**src/rtl/action_repeat_gen.sv**
```systemverilog
// action_repeat_gen: button to action pulses with DAS/ARR auto-repeat; ACTION_REPEAT_SYNC_EN adds a 2-flop btn synchronizer
module action_repeat_gen #(
    parameter logic [31:0] DAS_CYCLES = 32'd8_000_000,
    parameter logic [31:0] ARR_CYCLES = 32'd2_500_000
) (
    input  logic clk,
    input  logic rst_l,
    input  logic btn,
    input  logic enable,
    output logic action,
    output logic held
);
    typedef enum logic [1:0] {IDLE, DELAY, REPEAT} state_t;
    state_t      state;
    logic [31:0] cnt;
    logic        btn_s;
    logic        btn_q;
    logic        armed;
    logic        press;
    logic        stop;

`ifdef ACTION_REPEAT_SYNC_EN
    logic sync1;
    logic sync2;
    // two-flop synchronizer for the asynchronous button pin
    always_ff @(posedge clk or negedge rst_l) begin
        if (!rst_l) begin
            sync1 <= 1'b0;
            sync2 <= 1'b0;
        end else begin
            sync1 <= btn;
            sync2 <= sync1;
        end
    end
    assign btn_s = sync2;
`else
    assign btn_s = btn;
`endif

    assign press = btn_s & ~btn_q & armed & enable;
    assign stop  = ~btn_s | ~enable;

    // edge history and re-arm: a press only counts after a release seen while enabled
    always_ff @(posedge clk or negedge rst_l) begin
        if (!rst_l) begin
            btn_q <= 1'b0;
            armed <= 1'b0;
        end else begin
            btn_q <= btn_s;
            armed <= enable & (armed | ~btn_s);
        end
    end

    // DAS/ARR state machine with registered action and held outputs
    always_ff @(posedge clk or negedge rst_l) begin
        if (!rst_l) begin
            state  <= IDLE;
            cnt    <= 32'd0;
            action <= 1'b0;
            held   <= 1'b0;
        end else begin
            action <= 1'b0;
            case (state)
                IDLE: begin
                    cnt <= 32'd0;
                    if (press) begin
                        action <= 1'b1;
                        held   <= 1'b1;
                        state  <= DELAY;
                    end
                end
                DELAY: begin
                    if (stop) begin
                        cnt   <= 32'd0;
                        held  <= 1'b0;
                        state <= IDLE;
                    end else if (cnt == DAS_CYCLES - 32'd1) begin
                        if (ARR_CYCLES != 32'd0) begin
                            action <= 1'b1;
                            cnt    <= 32'd0;
                            state  <= REPEAT;
                        end
                    end else begin
                        cnt <= cnt + 32'd1;
                    end
                end
                REPEAT: begin
                    if (stop) begin
                        cnt   <= 32'd0;
                        held  <= 1'b0;
                        state <= IDLE;
                    end else if (cnt == ARR_CYCLES - 32'd1) begin
                        action <= 1'b1;
                        cnt    <= 32'd0;
                    end else begin
                        cnt <= cnt + 32'd1;
                    end
                end
                default: begin
                    cnt   <= 32'd0;
                    held  <= 1'b0;
                    state <= IDLE;
                end
            endcase
        end
    end
endmodule
```
**config.mk**
```make
export PLATFORM = sky130hd
export DESIGN_NAME = action_repeat_gen
export DESIGN_NICKNAME = d
export VERILOG_FILES = /design/src/rtl/action_repeat_gen.sv
export SDC_FILE = /design/constraint.sdc
export NUM_CORES = 1
export LEC_CHECK = 0
export ABC_AREA = 1
export CAP_MARGIN = 20
export CORE_MARGIN = 10
export CORE_UTILIZATION = 35
export DETAILED_ROUTE_END_ITERATION = 7
export GPL_ROUTABILITY_DRIVEN = 0
export PLACE_DENSITY_LB_ADDON = 0.2
export SYNTH_ARGS = -nofsm -noshare
export SYNTH_HDL_FRONTEND = slang
export SYNTH_SLANG_ARGS = --single-unit
```
**constraint.sdc**
```tcl
create_clock -name clk -period 2.25 [get_ports clk]
set_input_delay 0.45 -clock clk [delete_from_list [all_inputs] [get_ports clk]]
set_output_delay 0.45 -clock clk [all_outputs]
set_load 0.005 [all_outputs]
```
==> flow_metrics.py <==
metrics = {
    "critical_path": {
        "critical-path-max-stage-delay_ns": 0.39,
        "reg2reg_to": "cnt[21]",
        "path_cells": "ha_1, inv_1, nor2_4, nand2_2, nor2_1, nand2_1, nand2_2, nand2_2, nand2_4, nor2_1",
        "worstSetupStartpointType": "register",
        "arrival_ns": 2.04,
        "ff2ff_setup_slack_ns": 0.38,
        "crit_slowest_cell": "dfrtp_1",
        "crit_fanout": 31,
        "ff2ff_path_depth": 10,
        "crit_top_cell": "nand2_2",
        "r2r_start": "cnt[0]",
        "end_kind": "register",
        "critical_path_class": "reg2reg",
        "critPathTopFamily": "simple AND/OR/NAND/NOR gates",
        "cp_data_required_time_ns": 2.42,
        "crit_buf_inv": 1,
    },
    "pwr": {
        "p_leak_nw": 1.134,
        "switching_power_uw": 450.0,
        "p_sw_share_pct": 30.22,
        "seqPwrFrac_pct": 49.3,
        "powerDensity_nw_per_um2": 573.3,
        "combPwrFrac_pct": 16.9,
        "ir_worst_vdd_v": 0.0004789,
        "internal_power_mw": 1.039,
        "p_clk_share_pct": 33.8,
    },
    "floorplan": {
        "die_w_um": 102.5,
        "core_area_um2": 6719,
        "num_rows": 30,
        "die_h_um": 102.5,
        "die_area_um2": 10520,
        "io_pins": 6,
        "start_util_pct": 35.49,
    },
    "logic_synthesis": {
        "ys_seq_area_share_pct": 39.87,
        "syn-cell-area_um2": 2385,
        "synth_cell_type_count": 26,
        "ys_seq_elements": 38,
        "netlist_instances": 338,
        "syn_avg_cell_area_um2": 7.056,
        "ys_warn_count": 0,
        "syn-num-nets": 348,
    },
    "timing": {
        "finalCriticalPeriod_ns": 1.870,
        "max_slew_margin_pct": 74.59,
        "postLayoutSetupSlackWorst_ns": 0.3800,
        "hold_violations": 0,
        "setup_viol": 0,
        "tns_ns": 0,
        "fmax_mhz": 534.7,
        "clock_skew_ns": 0.008231,
        "worst_pin_slew_ns": 0.3782,
        "min_period_over_period_pct": 83.11,
        "final_max_slew_viol_count": 0,
        "rsz0062_at_grt": "no",
        "holdWs_ns": 0.02666,
    },
    "routing": {
        "first_iter_violations": 91,
        "firstDrtPassIters": 4,
        "postRouteAntennaNets": 0,
        "drc": 0,
        "wirelength_um": 5370,
        "num_vias": 1968,
        "routedWlPerCell_um": 12.52,
        "via_per_inst": 4.587,
    },
    "run": {
        "max_cap_violations": 0,
    },
    "cells_and_area": {
        "final_common_cell": "nand2_1",
        "synthToLayoutAreaGrowth_pct": 8.919,
        "diodes": 0,
        "final_cell_mix": "100 x nand2_1, 71 x nor2_1, 42 x inv_1, 38 x dfrtp_1",
        "drive_above_1_share_pct": 8.596,
        "final_net_count": 358,
    },
    "global_routing": {
        "grt_pass1_vias": 1987,
        "grt_pass1_wl_um": 9377,
        "gr-usage-all-layers_pct": 11.22,
        "antenna_found_initial": 0,
        "overflow": 0,
        "grt_max_degree": 32,
    },
    "cts": {
        "cts_tree": "yes",
        "htree_levels": 2,
        "clk_pin_slew_ns": 0.08,
        "clock_latency_ns": 0.30,
        "hold_buffers": 0,
        "clockBufferDepth": 2,
        "numCtsBuffers": 5,
        "cts_sinks": 38,
        "postCtsSetupBuffers": 0,
        "cts_resized": 0,
        "cts-root-buf": "clkbuf_8",
    },
    "status": {
        "outcome": "finished clean",
    },
    "hold_path": {
        "hp-class": "in2async",
    },
    "place": {
        "dpl_worst_slack_ns": 0.3156,
        "dp.final_hpwl_um": 4240,
        "io_buffers": 5,
    },
}
## worst max path at each step
stage                 from      end  cells after the start
finish              cnt[0]  cnt[21]                     10
global route        cnt[0]  cnt[21]                     10
CTS                 cnt[0]  cnt[21]                     10
detailed placement     btn  cnt[14]                      7
global placement       btn  cnt[10]                      7
floorplan           cnt[0]  cnt[14]                     11
## synthesized netlist by cell type, drive strengths merged
master  count  area share, %
nand2     105             17
nor2       80             14
inv        45            7.1
dfrtp      38             40
nand3      17            3.6
xor2       17            6.2
nor3       12            3.4
ha          6            3.1
buf         4            1.6
nand4       3           0.79
o21ai       3           0.63
a31oi       2           0.52
xnor2       2           0.73
a21boi      1           0.31
and3        1           0.26
o21bai      1           0.31
o22ai       1           0.26
## sequential cells by signal (all words and copies together), names as in the netlist
name and cells:
action 1, armed 1, btn_q 1, cnt 32, held 1, state 2
## metal layers
layer  vias up  wire [µm]  global-route usage, %  part of all wire, %
met1       892       2670                  14.70                   50
met2        26       2466                  18.35                   46
met3         6        156                  2.212                  2.9
met5         -          0                      0                    0
li1       1044          -                      -                    -
met4         0         76                  3.037                  1.4
## per-stage QoR
step | power, mW | utilization, % | std cells | area [µm²]
after floorplan | 0.9465 | - | 338 | 2385
after global placement | 1.006 | 37.30 | 421 | 2506
after detailed placement | 1.009 | 37.30 | 421 | 2506
after CTS | 1.512 | 38.66 | 429 | 2597
after global routing | 1.579 | 38.66 | 429 | 2597
final | 1.489 | 38.66 | 429 | 2597
## power groups by stage
| stage | clock network (mW) | logic (mW) | registers [mW] |
|---|---|---|---|
| floorplan | 0 | 0.204 | 0.743 |
| global placement | 0 | 0.259 | 0.747 |
| detailed placement | 0 | 0.262 | 0.747 |
| CTS | 0.516 | 0.261 | 0.734 |
| global route | 0.546 | 0.295 | 0.738 |
| finish | 0.503 | 0.252 | 0.734 |
## kinds of logic (layout without fill, tap and decap cells)
logic type,Yosys count,count (layout),synth area share [%]
xor gates and xnor gates,19,19,6.978
DFF,38,38,39.87
adders and majority gates,6,6,3.148
and+or+nand+nor,218,218,39.24
buffers and inverters,49,60,8.709
AOI/OAI and AO/OA,8,8,2.046
## layout make-up
| type | instances | area (µm²) |
|---|---|---|
| clock inverters | 1 | 5.005 |
| well taps | 80 | 100.1 |
| fillers | 708 | 4121 |
| repair buffers | 7 | 60.06 |
| inverters | 45 | 168.9 |
| clock buffers | 7 | 86.33 |
| flip-flops and latches | 38 | 950.9 |
| multi-input cells | 251 | 1226 |
No activity file was read; power rests on OpenSTA's default activity.
